[src/rtl/seq_signed_divider.sv]
// Sequential signed restoring divider: one quotient bit per clock on operand magnitudes, then sign fix-up.
// Latency: done WIDTH+4 cycles after start (3 cycles for divide-by-zero); results packed {remainder, quotient}.
// Backpressure: none; start is sampled only in IDLE and ignored while busy, outputs hold until the next result.
module seq_signed_divider #(
  parameter int WIDTH = 16
) (
  input  logic               clk,
  input  logic               rst_n,
  input  logic               start,
  input  logic [WIDTH-1:0]   data_in,
  output logic [WIDTH-1:0]   quotient,
  output logic [WIDTH-1:0]   remainder,
  output logic [2*WIDTH-1:0] result,
  output logic               busy,
  output logic               done,
  output logic               dbz,
  output logic               ovf
);

  localparam int CW = $clog2(WIDTH + 1);
  localparam logic [WIDTH-1:0] MOST_NEG = {1'b1, {(WIDTH-1){1'b0}}};

  typedef enum logic [2:0] {IDLE, LOAD_DVSR, CHECK, ITER, FIX, DONE} state_t;

  state_t           state;
  logic [WIDTH:0]   a_reg;     // partial remainder, one bit wider than the operands
  logic [WIDTH-1:0] q_reg;     // dividend magnitude shifting out, quotient bits shifting in
  logic [WIDTH-1:0] m_reg;     // divisor magnitude
  logic [WIDTH-1:0] dvnd;      // original dividend, kept for the divide-by-zero remainder and overflow test
  logic             sgn_q;
  logic             sgn_r;
  logic             dvsr_m1;   // divisor was -1
  logic [CW-1:0]    cnt;

  logic [WIDTH-1:0] din_mag;
  logic [WIDTH:0]   a_sh;
  logic [WIDTH:0]   diff;

  // Magnitude is taken as an unsigned value so the most-negative operand stays exact.
  assign din_mag = data_in[WIDTH-1] ? -data_in : data_in;
  // Shift {A,Q} left by one and trial-subtract the divisor; diff MSB set means the subtraction went negative.
  assign a_sh    = {a_reg[WIDTH-1:0], q_reg[WIDTH-1]};
  assign diff    = a_sh - {1'b0, m_reg};
  assign result  = {remainder, quotient};

  // Control FSM plus datapath and registered outputs.
  always_ff @(posedge clk or negedge rst_n) begin
    if (!rst_n) begin
      state     <= IDLE;
      a_reg     <= '0;
      q_reg     <= '0;
      m_reg     <= '0;
      dvnd      <= '0;
      sgn_q     <= 1'b0;
      sgn_r     <= 1'b0;
      dvsr_m1   <= 1'b0;
      cnt       <= '0;
      quotient  <= '0;
      remainder <= '0;
      busy      <= 1'b0;
      done      <= 1'b0;
      dbz       <= 1'b0;
      ovf       <= 1'b0;
    end else begin
      done <= 1'b0;
      case (state)
        IDLE: begin
          if (start) begin
            dvnd  <= data_in;
            q_reg <= din_mag;
            sgn_q <= data_in[WIDTH-1];
            sgn_r <= data_in[WIDTH-1];
            busy  <= 1'b1;
            state <= LOAD_DVSR;
          end
        end
        LOAD_DVSR: begin
          m_reg   <= din_mag;
          sgn_q   <= sgn_q ^ data_in[WIDTH-1];
          dvsr_m1 <= (data_in == '1);
          state   <= CHECK;
        end
        CHECK: begin
          if (m_reg == '0) begin
            quotient  <= '1;
            remainder <= dvnd;
            dbz       <= 1'b1;
            ovf       <= 1'b0;
            done      <= 1'b1;
            state     <= DONE;
          end else begin
            a_reg <= '0;
            cnt   <= CW'(WIDTH);
            state <= ITER;
          end
        end
        ITER: begin
          q_reg <= {q_reg[WIDTH-2:0], ~diff[WIDTH]};
          a_reg <= diff[WIDTH] ? a_sh : diff;
          cnt   <= cnt - CW'(1);
          if (cnt == CW'(1)) state <= FIX;
        end
        FIX: begin
          // The overflow case wraps naturally: magnitude 2^(WIDTH-1) with a positive sign reads back as MOST_NEG.
          quotient  <= sgn_q ? -q_reg : q_reg;
          remainder <= sgn_r ? -a_reg[WIDTH-1:0] : a_reg[WIDTH-1:0];
          dbz       <= 1'b0;
          ovf       <= (dvnd == MOST_NEG) && dvsr_m1;
          done      <= 1'b1;
          state     <= DONE;
        end
        DONE: begin
          busy  <= 1'b0;
          state <= IDLE;
        end
        default: begin
          busy  <= 1'b0;
          state <= IDLE;
        end
      endcase
    end
  end

endmodule
[config.mk]
export PLATFORM = sky130hd
export DESIGN_NAME = seq_signed_divider
export DESIGN_NICKNAME = d
export VERILOG_FILES = /design/src/rtl/seq_signed_divider.sv
export SDC_FILE = /design/constraint.sdc
export NUM_CORES = 1
export LEC_CHECK = 0
export ABC_AREA = 1
export ABC_CLOCK_PERIOD_IN_PS = 2510
export CAP_MARGIN = 20
export CORE_MARGIN = 2
export CORE_UTILIZATION = 54
export DETAILED_ROUTE_END_ITERATION = 8
export GPL_ROUTABILITY_DRIVEN = 0
export PLACE_DENSITY_LB_ADDON = 0.25
export SLEW_MARGIN = 10
export SYNTH_ARGS = -nofsm -noshare
export SYNTH_HDL_FRONTEND = slang
export SYNTH_SLANG_ARGS = --single-unit
[constraint.sdc]
create_clock -name clk -period 2.51 [get_ports clk]
set_input_delay 0.502 -clock clk [delete_from_list [all_inputs] [get_ports clk]]
set_output_delay 0.502 -clock clk [all_outputs]
set_load 0.02 [all_outputs]
# Word-level counts from Yosys, hierarchy flattened
# Index checks and enable logic that the tools add are counted.
# totals
register_bits	111
# op_classes
eq_ne	11
n_bitwise	3
n_addsub	5
muxes	28
reduce_logical	15
# op_table
operator	n
two-way mux 16 bit	8
case mux 16 bit (2 select lines)	4
negator 16 bit	3
equality test 16 bit, second input constant	2
subtractor 17 x 16 -> 17 bit	1
zero test 16 bit	1
case mux 3 bit (5 select lines)	1
AND reduction 2 bit	7
case mux 1 bit (2 select lines)	5
case mux 5 bit (2 select lines)	1
two-way mux 3 bit	3
!= test 2 bit, second input constant	4
nonzero test 2 bit	4
equality test 3 x 2 -> 1 bit, second input constant	2
equality test 5 x 1 -> 1 bit, second input constant	1
two-way mux 1 bit	5
two-way mux 5 bit	1
subtractor 5 x 1 -> 5 bit, second input constant	1
OR reduction 4 bit	1
equality test 3 x 1 -> 1 bit, second input constant	1
equality test 3 bit, second input constant	1
zero test 3 bit	1
NOT 1 bit	2
logical AND 1 bit	1
XOR 1 bit	1

# Depth between registers and ports, before layout
# logic_depth
depth_word	4
mapped_depth	16

# Worst setup path before layout
# No wires, ideal clock.
# synth_timing
path_kind	flip-flop to flip-flop
start	register q_reg[15]
end	register a_reg[6]
period_less_slack_ps	2045
n_path_buf	1
setup_slack_ps	465
path_stages_with_launch	17
arrival_time_ps	1929
cell_sequence	dfrtp_1 inv_1 ha_1 fa_1 inv_1 nand2_1 nand2_1 nand3_1 nand2_2 nand2_4 nand2_4 nand2_4 nand2_4 buf_12 nand2_2 nand3_2 nand2_2
# synth_between
elab_chain_len	3
# synth_rtl
item	line	text
start, declared	27	logic [WIDTH-1:0] q_reg;
start signal, assigned	70	q_reg <= din_mag;
start signal, assigned	98	q_reg <= {q_reg[WIDTH-2:0], ~diff[WIDTH]};
subtractor 17 x 16 -> 17 bit	43	assign diff = a_sh - {1'b0, m_reg};
two-way mux 16 bit	99	a_reg <= diff[WIDTH] ? a_sh : diff;
case mux 16 bit (2 select lines)	66	case (state)
end signal, assigned	99	
end, declared	26	logic [WIDTH:0] a_reg;
# Every way passes these cells.
# A chain may end at the register's enable or synchronous reset.

# Worst setup path after layout
# layout_timing
start	register q_reg[15]
end	register a_reg[15]
# The elaborated chain is that of the path after synthesis.

==> impl_metrics.env <==
export IMPL_setup_viol=0
export IMPL_start_kind="register"
export IMPL_hold_class="input pin to async pin"
export IMPL_worst_ep_required_time_ps=2810
export IMPL_critical_path_max_stage_delay_ps=400
export IMPL_power_density_nw_per_um2=1444
export IMPL_die_area_um2=14580
export IMPL_ys_warn_count=0
export IMPL_cp_endpoint="a_reg[15]$_DFFE_PN0P_"
export IMPL_cts_setup_buffers=0
export IMPL_core_um2=13300
export IMPL_cts_buffers=9
export IMPL_r2r_cells=14
export IMPL_cp_max_fo=13
export IMPL_ys_top_cells_by_area="dfrtp_1, nand2_1, inv_1"
export IMPL_clock_skew_ps=7.270
export IMPL_cts_tree="yes"
export IMPL_post_synth_top_count_cell="nand2_1"
export IMPL_tns_ps=0
export IMPL_yosys_top_cells_count="nand2_1, inv_1, dfrtp_1"
export IMPL_portBuffers=86
export IMPL_cp_num_cells=14
export IMPL_yosysSeqAreaShare_pct=37.40
export IMPL_cts_resized=0
export IMPL_grt_total_usage_pct=27.00
export IMPL_syn_nets=1063
export IMPL_layout_drive_gt1_share_pct=8.526
export IMPL_globalRoute_totalOverflow=0
export IMPL_path_buf_inv=2
export IMPL_drc=0
export IMPL_max_clock_freq_mhz=437.7
export IMPL_clkPwrFrac_pct=11.2
export IMPL_initial_core_util_pct=55.36
export IMPL_vdd_drop_max_mv=0.6099
export IMPL_startpoint="q_reg[15]$_DFFE_PN0P_"
export IMPL_rsz0062_at_grt="no"
export IMPL_cpLargestDelayFamily="simple AND/OR/NAND/NOR gates"
export IMPL_hold_viol=0
export IMPL_synth_edf_count=0
export IMPL_worstReg2RegStart="q_reg[15]$_DFFE_PN0P_"
export IMPL_cts_root_buf="clkbuf_16"
export IMPL_path_class="register to register"
export IMPL_cpMostUsedCell="nand2_1"
export IMPL_antenna_left=0
export IMPL_syn_inst=1021
export IMPL_leakagePower_nw=4.249
export IMPL_slew_headroom_pct=51.53
export IMPL_fin_util_pct=63.56
export IMPL_antenna_found_initial=0
export IMPL_dieHeight_um=120.8
export IMPL_share_seq_of_total_power_pct=26.6
export IMPL_path_cells="inv_1, ha_1, fa_1, inv_1, nand2_1, nand2_1, nand3_1, nand2_2, nand2_4, nand3_4, nand2_4, nand2_1, nand3_1, nand2_1"
export IMPL_outcome="complete, no violations"
export IMPL_p_comb_share_pct=62.2
export IMPL_synth_area_um2=7361
export IMPL_synth_top_area_share_pct=37.40
export IMPL_yosysTopAreaCell="dfrtp_1"
export IMPL_drtIter0Drc=722
export IMPL_antenna_cells=0
export IMPL_synth_ff_type="dfrtp_1"
export IMPL_area_growth_pct=14.81
export IMPL_grt_pass1_vias=6021
export IMPL_endpoint_kind="register"
export IMPL_core_rowCount=42
export IMPL_cts_clk_slew_worst_paths_ps=70
export IMPL_ctsHoldBuffers=0
export IMPL_slew_viol_final=0
export IMPL_regToRegSetupSlack_ps=230
export IMPL_die_width_um=120.8
export IMPL_routed_wl_um=18930
export IMPL_swShare_pct=49.62
export IMPL_cts_num_sinks=110
export IMPL_async_flop_share_pct=100.0
export IMPL_fillers=1201
export IMPL_max_cap_viol_count=0
export IMPL_dp_hpwl_um=14890
export IMPL_instances_no_fill=1255
export IMPL_grt_max_degree=42
export IMPL_clock_path_buffers=2
export IMPL_crit_slowest_cell="fa_1"
export IMPL_dp_cells=1239
export IMPL_cp_arrival_ps=2580
export IMPL_synthesis_area_per_instance_um2=7.209
export IMPL_power_switching_w=0.006057
export IMPL_power_internal_w=0.006149
export IMPL_synth_cell_types=43
export IMPL_reg2reg_to="a_reg[15]$_DFFE_PN0P_"
export IMPL_min_period_over_period_pct=91.01
export IMPL_vias_per_cell=5.387
export IMPL_grt_pass1_wl_um=30740
export IMPL_tightestPinTransition_ps=726.3
export IMPL_final_nets=1116
export IMPL_layout_min_cycle_time_ps=2284
export IMPL_insertion_delay_ps=360
export IMPL_ioPinCount=87
export IMPL_cts_htree_levels=3
export IMPL_drtPass1Iterations=5
export IMPL_vias=6761
export IMPL_hold_worst_slack_ps=67.28
export IMPL_synth_seq_cells=110
export IMPL_detail_route_wl_per_cell_um=15.09
[power by group through the flow]
stage               registers (W)  logic [W]  clock network (W)
floorplan                 0.00339    0.00548                  0
global placement          0.00325    0.00738                  0
detailed placement        0.00327    0.00752                  0
CTS                       0.00324    0.00756            0.00137
global route              0.00335    0.00845            0.00145
finish                    0.00325    0.00759            0.00137
[per-stage QoR]
stage,worst slack (ps),instance area (um^2),power (W)
floorplan,465.2,7361,0.008861
global placement,259.9,8173,0.01063
detailed placement,188.4,8173,0.01079
CTS,245.1,8451,0.01217
global route,63.15,8451,0.01325
finish,225.5,8451,0.01221
[final cells by class]
type | instances | area, um^2 | area share, %
Clock buffer | 11 | 242.7 | 2.872
Clock inverter | 5 | 35.03 | 0.4146
Inverter | 137 | 514.2 | 6.085
Multi-Input combinational cell | 710 | 3665 | 43.37
Sequential cell | 110 | 2753 | 32.57
Tap cell | 176 | 220.2 | 2.606
Timing Repair Buffer | 106 | 1021 | 12.08
[logic make-up (layout without fill, tap and decap cells)]
family                   after synthesis  after routing  synth area share, %
flip-flops                           110            110                37.40
AO/OA/AOI/OAI                        130            130                10.28
AND/OR/NAND/NOR                      536            536                32.99
buffers and inverters                201            259                12.82
XOR/XNOR                              21             21                2.499
adder cells (fa/ha/maj)               23             23                4.012
[layer usage]
metal / up-vias / global-route usage (%) / share of wire [%]
li1: 3349 / - / -
met1: 3153 / 39.70 / 47
met2: 230 / 41.70 / 45
met3: 29 / 3.396 / 6.2
met4: 0 / 8.067 / 2.0
met5: - / 0 / 0
[worst min path at each step]
stage | slack [ps] | startpoint | endpoint | cells after the start
finish | 70 | rst_n | m_reg[4]$_DFFE_PN0P_ | 1
global route | 90 | rst_n | cnt[0]$_DFFE_PN0P_ | 1
CTS | 70 | rst_n | m_reg[7]$_DFFE_PN0P_ | 1
detailed placement | 450 | rst_n | m_reg[4]$_DFFE_PN0P_ | 1
global placement | 450 | rst_n | a_reg[15]$_DFFE_PN0P_ | 1
floorplan | 210 | rst_n | a_reg[0]$_DFFE_PN0P_ | 0
[placed cells by master (no fill, tap or decap), types with 2 or more instances in the layout]
master           count
nand2_2             20
a21o_1               2
clkinv_4             2
nand4_1             15
clkinv_2             2
a31oi_1              6
ha_1                22
nor4_1               7
o221ai_1             9
xnor2_1              3
nand3b_1             5
xor2_1              18
o22ai_1              8
nand2_4              4
nand2_1            300
inv_1              132
o31ai_1              3
clkbuf_16            9
a21oi_1             23
clkdlybuf4s50_1     85
nor2_1              82
nor3_1               2
o211ai_1             4
dfrtp_1            110
o21ai_1              3
nand3_2             20
buf_4               20
o21ai_0             66
nand3_1             74
and2_1               3
inv_2                5
No activity file was read; power rests on OpenSTA's default activity.
